**src/rtl/pc_sequencer_pkg.sv**
```systemverilog
// Shared definitions for the program-counter sequencer: address width, FSM
// state encodings, halt error codes and the sampled decode record.
package pc_sequencer_pkg;

  localparam int unsigned ADDR_W = 16;

  localparam logic [1:0] ST_FETCH = 2'd0;
  localparam logic [1:0] ST_EXEC  = 2'd1;
  localparam logic [1:0] ST_HALT  = 2'd2;

  localparam logic [1:0] ERR_NONE = 2'b00;
  localparam logic [1:0] ERR_OVF  = 2'b01;
  localparam logic [1:0] ERR_UDF  = 2'b10;

  typedef struct packed {
    logic              jmp;
    logic              branch;
    logic              call;
    logic              ret;
    logic              jump;
    logic [ADDR_W-1:0] target;
  } decode_t;

endpackage

```
**src/rtl/pc_sequencer_ras.sv**
```systemverilog
// Return-address stack: DEPTH x WIDTH LIFO. Push and pop are never requested
// in the same cycle by the sequencer.
import pc_sequencer_pkg::*;

module ret_addr_stack #(
  parameter int unsigned DEPTH = 4,
  parameter int unsigned WIDTH = ADDR_W
) (
  input  logic                     clk,
  input  logic                     reset,
  input  logic                     push,
  input  logic                     pop,
  input  logic [WIDTH-1:0]         din,
  output logic [WIDTH-1:0]         top,
  output logic [$clog2(DEPTH):0]   count,
  output logic                     full,
  output logic                     empty
);

  localparam int unsigned AW = $clog2(DEPTH);

  logic [WIDTH-1:0] mem [DEPTH];
  logic [AW-1:0]    top_idx;

  assign top_idx = AW'(count - 1'b1);
  assign empty   = (count == '0);
  assign full    = (count == (AW+1)'(DEPTH));
  assign top     = empty ? '0 : mem[top_idx];

  always_ff @(posedge clk) begin
    if (reset) begin
      count <= '0;
    end else if (push && !full) begin
      count <= count + 1'b1;
    end else if (pop && !empty) begin
      count <= count - 1'b1;
    end
  end

  // Storage needs no reset: entries above count are never read.
  always_ff @(posedge clk) begin
    if (push && !full) begin
      mem[count[AW-1:0]] <= din;
    end
  end

  assert property (@(posedge clk) disable iff (reset) !(push && pop));

endmodule

```
**src/rtl/pc_sequencer.sv**
```systemverilog
// Program-counter sequencer: FETCH/EXEC/HALT FSM choosing the next pc from the
// decoded op, comparator jump flag and the return-address stack.
import pc_sequencer_pkg::*;

module pc_sequencer #(
  parameter logic [ADDR_W-1:0] RESET_PC  = 16'h0000,
  parameter int unsigned       RAS_DEPTH = 4
) (
  input  logic              clk,
  input  logic              reset,
  input  logic              instr_valid,
  input  logic              is_jmp,
  input  logic              is_branch,
  input  logic              is_call,
  input  logic              is_ret,
  input  logic              jump,
  input  logic [ADDR_W-1:0] target,
  input  logic              stall,
  output logic              fetch_req,
  output logic [ADDR_W-1:0] pc,
  output logic              taken,
  output logic              halted,
  output logic [1:0]        err_code
);

  logic [1:0]                  state;
  decode_t                     dec;
  logic [ADDR_W-1:0]           pc_inc;
  logic [ADDR_W-1:0]           pc_next;
  logic                        taken_next;
  logic                        go_halt;
  logic [1:0]                  err_next;
  logic                        ras_push;
  logic                        ras_pop;
  logic [ADDR_W-1:0]           ras_top;
  logic [$clog2(RAS_DEPTH):0]  ras_count;
  logic                        ras_full;
  logic                        ras_empty;

  assign pc_inc    = pc + 16'd1;
  assign fetch_req = (state == ST_FETCH);
  assign halted    = (state == ST_HALT);

  ret_addr_stack #(
    .DEPTH (RAS_DEPTH),
    .WIDTH (ADDR_W)
  ) u_ras (
    .clk   (clk),
    .reset (reset),
    .push  (ras_push),
    .pop   (ras_pop),
    .din   (pc_inc),
    .top   (ras_top),
    .count (ras_count),
    .full  (ras_full),
    .empty (ras_empty)
  );

  // Resolution priority: ret > call > jmp > branch > sequential.
  always_comb begin
    pc_next    = pc;
    taken_next = 1'b0;
    go_halt    = 1'b0;
    err_next   = ERR_NONE;
    ras_push   = 1'b0;
    ras_pop    = 1'b0;
    if (state == ST_EXEC && !stall) begin
      if (dec.ret) begin
        if (ras_empty) begin
          go_halt  = 1'b1;
          err_next = ERR_UDF;
        end else begin
          pc_next    = ras_top;
          ras_pop    = 1'b1;
          taken_next = 1'b1;
        end
      end else if (dec.call) begin
        if (ras_full) begin
          go_halt  = 1'b1;
          err_next = ERR_OVF;
        end else begin
          pc_next    = dec.target;
          ras_push   = 1'b1;
          taken_next = 1'b1;
        end
      end else if (dec.jmp || (dec.branch && dec.jump)) begin
        pc_next    = dec.target;
        taken_next = 1'b1;
      end else begin
        pc_next = pc_inc;
      end
    end
  end

  always_ff @(posedge clk) begin
    if (reset) begin
      state    <= ST_FETCH;
      pc       <= RESET_PC;
      dec      <= '0;
      taken    <= 1'b0;
      err_code <= ERR_NONE;
    end else begin
      taken <= 1'b0;
      case (state)
        ST_FETCH: begin
          if (instr_valid) begin
            dec   <= '{jmp: is_jmp, branch: is_branch, call: is_call,
                       ret: is_ret, jump: jump, target: target};
            state <= ST_EXEC;
          end
        end
        ST_EXEC: begin
          if (!stall) begin
            pc       <= pc_next;
            taken    <= taken_next;
            err_code <= err_next;
            state    <= go_halt ? ST_HALT : ST_FETCH;
          end
        end
        default: state <= ST_HALT;
      endcase
    end
  end

endmodule
```
**config.mk**
```make
export PLATFORM = sky130hd
export DESIGN_NAME = pc_sequencer
export DESIGN_NICKNAME = d
export VERILOG_FILES = /design/src/rtl/pc_sequencer_pkg.sv /design/src/rtl/pc_sequencer_ras.sv /design/src/rtl/pc_sequencer.sv
export SDC_FILE = /design/constraint.sdc
export NUM_CORES = 1
export LEC_CHECK = 0
export ABC_AREA = 1
export BUFFER_PORTS_ARGS = -buffer_cell sky130_fd_sc_hd__buf_4
export CORE_AREA = 2 2 143 145
export DETAILED_ROUTE_END_ITERATION = 6
export DIE_AREA = 0 0 145 147
export GPL_ROUTABILITY_DRIVEN = 0
export GPL_TIMING_DRIVEN = 1
export HOLD_SLACK_MARGIN = 0.06
export PLACE_DENSITY = 0.45
export SETUP_SLACK_MARGIN = 0.4
export SYNTH_ARGS = -nofsm -noshare
export SYNTH_HDL_FRONTEND = slang
export SYNTH_SLANG_ARGS = --single-unit
```
**constraint.sdc**
```tcl
create_clock -name clk -period 2.4 [get_ports clk]
set_input_delay 0 -clock clk [delete_from_list [all_inputs] [get_ports clk]]
set_output_delay 0 -clock clk [all_outputs]
set_load 0.02 [all_outputs]
```
==> flow_metrics.tcl, run 1 <==
set metrics [dict create \
    status "complete, no violations" \
    dpl.hpwl_mm 8.62 \
    synth_top_family_by_area "simple AND/OR/NAND/NOR gates" \
    fin_hold_ws_ns 0.132 \
    ir_drop_v 0.000277 \
    route.vias.total 3786 \
    drtIter0Drc 245 \
    wl_mm 12.9 \
    hold_viol_final 0 \
    syn_area_mm2 0.00488 \
    wire_per_inst_um 14.8 \
    leakagePower_nw 2.37 \
    syn_nets 556 \
    post-place-cells 829 \
    ys_ff_latch 109 \
    cp_max_fo 25 \
    synth_compound_area_frac 0.154 \
    syn_avg_cell_area_um2 9.30 \
    ys_seq_area_frac 0.578 \
    utilization 0.313 \
    critical_path_class "flip-flop to flip-flop" \
    whs_path_depth 4 \
    hold_path.startpoint "instr_valid" \
    dieArea_mm2 0.0213 \
    cts_root_buf "clkbuf_16" \
    die_y_um 147 \
    startpoint_type "flip-flop" \
    fin_crit_sh 0.777 \
    tightest_slew_ns 0.798 \
    final_antenna_net_count 0 \
    core_area_mm2 0.0198 \
    insertion_delay_ns 0.35 \
    synth_area_leaders "edfxtp_1, dfxtp_1, nor2_1" \
    slew_violations 0 \
    critPathRequiredTime_ns 2.67 \
    drive_above_1_share 0.177 \
    htree_levels 3 \
    die-width_um 145 \
    grt_pass1_wl_mm 20.8 \
    hold_end "dec[3]$_SDFFE_PP0P_" \
    netlist_instances 525 \
    port_buffers 45 \
    max-cap-violations 0 \
    reg2regPathDepth 9 \
    path_clk_slew_ns 0.07 \
    yosysTopAreaCellShare 0.393 \
    postPlaceCellArea_mm2 0.00554 \
    dr.pass1.iters 4 \
    viasPerCell 4.33 \
    numCtsBuffers 9 \
    antenna_cells 0 \
    stdcell_count 874 \
    synth-simple-area-share 0.184 \
    grt_max_degree 37 \
    hold_class "primary input to flip-flop" \
    power.density_mw_per_mm2 691 \
    synth_cell_type_count 36 \
    muxShareOfSynthArea 0 \
    tns_ns 0 \
    clock-sinks 109 \
    fmax_ghz 0.537 \
    synth_xor_area_frac 0.0108 \
    end_kind "flip-flop" \
    rrSetupSlack_ns 0.54 \
    area.growth.synth_to_final_pct 27.2 \
    synth_area_leader_cell "edfxtp_1" \
    yosysWarningCount 0 \
    nets 630 \
    synth_fa_ha_area_frac 0.0154 \
    placementRows 52 \
    cts_buffer_depth 2 \
    setup_viol 0 \
    relSlewSlack 0.466 \
    initial_core_util 0.246 \
    fin_skew_ns 0.00686 \
    period_minus_slack_ns 1.86 \
    track_usage 0.126 \
    grt_pass1_vias 3673 \
    antenna_found_initial 0 \
    r2r_end "pc[9]$_SDFFE_PP0P_" \
    cts_tree "done" \
    rsz0062_at_grt "true" \
    final_cell_area_mm2 0.00621 \
    crit_arrival_ns 2.14 \
    fillers 2045 \
    timing.rr.start "u_ras.count[1]$_SDFFE_PP0P_" \
    drc 0 \
    grt_overflow_total 0 \
    io_pins 46 \
]
-- synthesized netlist by cell type, drive strengths merged --
library cell	count
clkinv	1
ha	6
nand3	18
a211oi	1
a21oi	43
nor2	96
dfxtp	45
nand2	77
xnor2	3
buf	12
xor2	3
o22ai	8
o21ai	71
o221ai	1
nand3b	3
o211ai	14
inv	39
edfxtp	64
and2	5
nand4	2
clkbuf	12
or2	1
-- metal layers --
layer | GRT usage | vias up | wire [um]
li1 | - | 1928 | -
met5 | 0 | - | 0
met1 | 0.169 | 1758 | 6110
met3 | 0.0177 | 15 | 466
met4 | 0.0589 | 0 | 283
met2 | 0.202 | 85 | 6050
-- timing repair --
| item | 4_1_cts | 5_1_grt |
|---|---|---|
| buffers inserted | 0 | 3 |
| endpoints found under the setup margin | 0 | 57 |
| hold endpoints to repair | 37 | 0 |
| resized for setup | 0 | 5 |
| hold buffers | 26 | 0 |
-- state kept, by name, summed over array words and instances, names as in the netlist --
signal	count
u_ras.mem	64
taken	1
pc	16
u_ras.count	3
err_code	2
state	2
dec	21
-- power by group --
part | switching [mW] | total (mW) | internal [mW]
registers | 0.0401 | 2.06 | 2.02
logic | 0.261 | 0.439 | 0.179
clock network | 0.671 | 1.79 | 1.12
-- how the worst max path moves through the flow --
| stage | from | endpoint | slack, ns | cells past startpoint |
|---|---|---|---|---|
| 4_1_cts | u_ras.count[1]$_SDFFE_PP0P_ | pc[9]$_SDFFE_PP0P_ | 0.42 | 9 |
| 3_5_place_dp | u_ras.count[1]$_SDFFE_PP0P_ | pc[9]$_SDFFE_PP0P_ | 0.44 | 9 |
| 3_3_place_gp | u_ras.count[1]$_SDFFE_PP0P_ | pc[9]$_SDFFE_PP0P_ | 0.49 | 9 |
| 5_1_grt | u_ras.count[1]$_SDFFE_PP0P_ | pc[9]$_SDFFE_PP0P_ | 0.38 | 9 |
| 6_report | u_ras.count[1]$_SDFFE_PP0P_ | pc[9]$_SDFFE_PP0P_ | 0.54 | 9 |
| 2_1_floorplan | u_ras.count[0]$_SDFFE_PP0P_ | u_ras.mem[0][0]$_DFFE_PP_ | 0.30 | 8 |
-- cell usage in the layout (no fill, tap or decap), drive strengths merged, types with 9 or more instances in the layout --
| cell | n |
|---|---|
| nand2 | 77 |
| o21ai | 71 |
| buf | 61 |
| a21oi | 43 |
| dlygate4sd3 | 26 |
| inv | 39 |
| o211ai | 14 |
| clkbuf | 9 |
| nand3 | 18 |
| edfxtp | 64 |
| nor2 | 96 |
| dfxtp | 45 |
-- logic make-up (layout without fill, tap and decap cells) --
kind of cell / count (synthesis) / in the layout
AND/OR/NAND/NOR: 202 / 202
AO/OA/AOI/OAI: 138 / 138
adder cells (fa/ha/maj): 6 / 6
buffers and inverters: 64 / 143
flip-flops: 109 / 109
XOR/XNOR: 6 / 6
-- per-stage QoR --
step	total power, mW	setup WS [ns]
6_report	4.29	0.536
3_5_place_dp	2.51	0.439
5_1_grt	4.47	0.384
3_3_place_gp	2.51	0.487
2_1_floorplan	2.36	0.302
4_1_cts	4.33	0.418
-- layout make-up --
| cell class | count | area (um2) | share of cell area |
|---|---|---|---|
| flip-flops and latches | 109 | 2820 | 0.454 |
| multi-input cells | 352 | 1790 | 0.288 |
| repair buffers | 87 | 742 | 0.119 |
| well taps | 270 | 338 | 0.0544 |
| clock buffers | 9 | 225 | 0.0363 |
| inverters | 40 | 155 | 0.0250 |
| clock inverters | 7 | 138 | 0.0222 |
-- critical path: stages (launching register included) --
cell      delay, ns
dfxtp_1        0.38
inv_1          0.10
ha_1           0.33
inv_4          0.22
o21ai_0        0.13
o211ai_1       0.30
nand2_1        0.09
inv_1          0.06
nand2_1        0.05
a21oi_1        0.11
Note: power is estimated with default switching activity, not from simulation.
==> run 2: changes to the inputs <==
- PLACE_DENSITY: 0.45 -> 0.44
- clock period: 2.4 -> 1.8 ns (I/O delays scaled with it)
==> flow_metrics.tcl, run 2 (synthesis results as in run 1) <==
set metrics [dict create \
    status "complete, no violations" \
    final_cell_area_mm2 0.00687 \
    cts_tree "done" \
    fin_ws_ns 0.217 \
    tightest_slew_ns 0.421 \
    cts_buffer_depth 2 \
    area.growth.synth_to_final_pct 40.6 \
    viasPerCell 4.38 \
    grt_overflow_total 0 \
    period_minus_slack_ns 1.58 \
    mostFrequentLayoutCells "nor2_1, buf_4, edfxtp_1" \
    postPlaceCellArea_mm2 0.00579 \
    pre_cts_ws_ns 0.0951 \
    final_common_cell "nor2_1" \
    path_clk_slew_ns 0.08 \
    initial_core_util 0.246 \
    finalPower_mw 5.50 \
    nets 661 \
    fin_crit_sh 0.880 \
    fin_hold_ws_ns 0.150 \
    max-cap-violations 0 \
    whs_path_depth 5 \
    hold_viol_final 0 \
    io_pins 46 \
    dr.pass1.iters 5 \
    critPathRequiredTime_ns 2.09 \
    grt_pass1_vias 3933 \
    htree_levels 3 \
    clock-sinks 109 \
    track_usage 0.131 \
    leakagePower_nw 2.62 \
    relSlewSlack 0.719 \
    largest_reg_flops 64 \
    hold_class "primary input to flip-flop" \
    slew_violations 0 \
    numCtsBuffers 9 \
    startpoint_type "flip-flop" \
    final_antenna_net_count 0 \
    setup_viol 0 \
    wire_per_inst_um 15.3 \
    placementRows 52 \
    route.vias.total 3964 \
    cts_root_buf "clkbuf_16" \
    grt_max_degree 35 \
    grt_pass1_wl_mm 21.7 \
    port_buffers 45 \
    fin_skew_ns 0.00929 \
    power.density_mw_per_mm2 802 \
    reg2regPathDepth 9 \
    drive_above_1_share 0.317 \
    end_kind "flip-flop" \
    wl_mm 13.8 \
    critical_path_class "flip-flop to flip-flop" \
    ir_drop_v 0.000411 \
    drtIter0Drc 271 \
    crit_arrival_ns 1.88 \
    rsz0062_at_grt "true" \
    antenna_cells 0 \
    tns_ns 0 \
    cp_max_fo 20 \
    die_y_um 147 \
    fmax_ghz 0.632 \
    insertion_delay_ns 0.35 \
    antenna_found_initial 0 \
    dieArea_mm2 0.0213 \
    dpl.hpwl_mm 9.12 \
    drc 0 \
    core_area_mm2 0.0198 \
    die-width_um 145 \
]
## run 2: metrics by stage
step | utilization | instances
final | 0.346 | 905
after global routing | 0.346 | 905
after global placement | 0.292 | 843
after floorplan | - | 525
after detailed placement | 0.292 | 843
after CTS | 0.337 | 899
## run 2: worst max-delay path, stage by stage (launching register included)
cell	delay (ns)
dfxtp_4	0.36
inv_4	0.05
ha_4	0.29
inv_8	0.07
buf_4	0.14
nor2_1	0.10
o21ai_1	0.07
o211ai_1	0.16
nand3_1	0.14
a21oi_2	0.14
## run 2: final timing paths
path / start / to / slack (ns)
min reg2reg: dec[20]$_SDFFE_PP0P_ / dec[20]$_SDFFE_PP0P_ / 0.45
max: u_ras.count[0]$_SDFFE_PP0P_ / pc[14]$_SDFFE_PP0P_ / 0.22
min: stall / pc[0]$_SDFFE_PP0P_ / 0.15
max reg2reg: u_ras.count[0]$_SDFFE_PP0P_ / pc[14]$_SDFFE_PP0P_ / 0.22
## run 2: layout make-up
cell class              instances  area [um2]
fillers                      2008       13000
flip-flops and latches        109        2850
multi-input cells             352        2020
repair buffers                118        1180
well taps                     270         338
clock buffers                   9         225
inverters                      40         175
clock inverters                 7        81.3
## run 2: routing by layer
metal	part of all wire	vias up	track usage
met1	0.47	1874	0.175
li1	-	1992	-
met3	0.039	10	0.0202
met4	0.011	0	0.0366
met2	0.48	88	0.223
met5	0	-	0
## run 2: power breakdown
part | internal, mW | switching [mW] | total [mW]
Combinational | 0.297 | 0.381 | 0.677
Sequential | 2.69 | 0.0509 | 2.75
Clock | 1.10 | 0.978 | 2.08
Total | 4.09 | 1.41 | 5.50
## run 2: timing repair
| action | CTS | global route |
|---|---|---|
| buffers inserted | 14 | 6 |
| hold buffers | 23 | 0 |
| setup endpoints to repair | 124 | 137 |
| gates resized for setup | 45 | 37 |
| pin swaps | 31 | 21 |
| cloned | 3 | 0 |
| endpoints found under the hold margin | 37 | 0 |
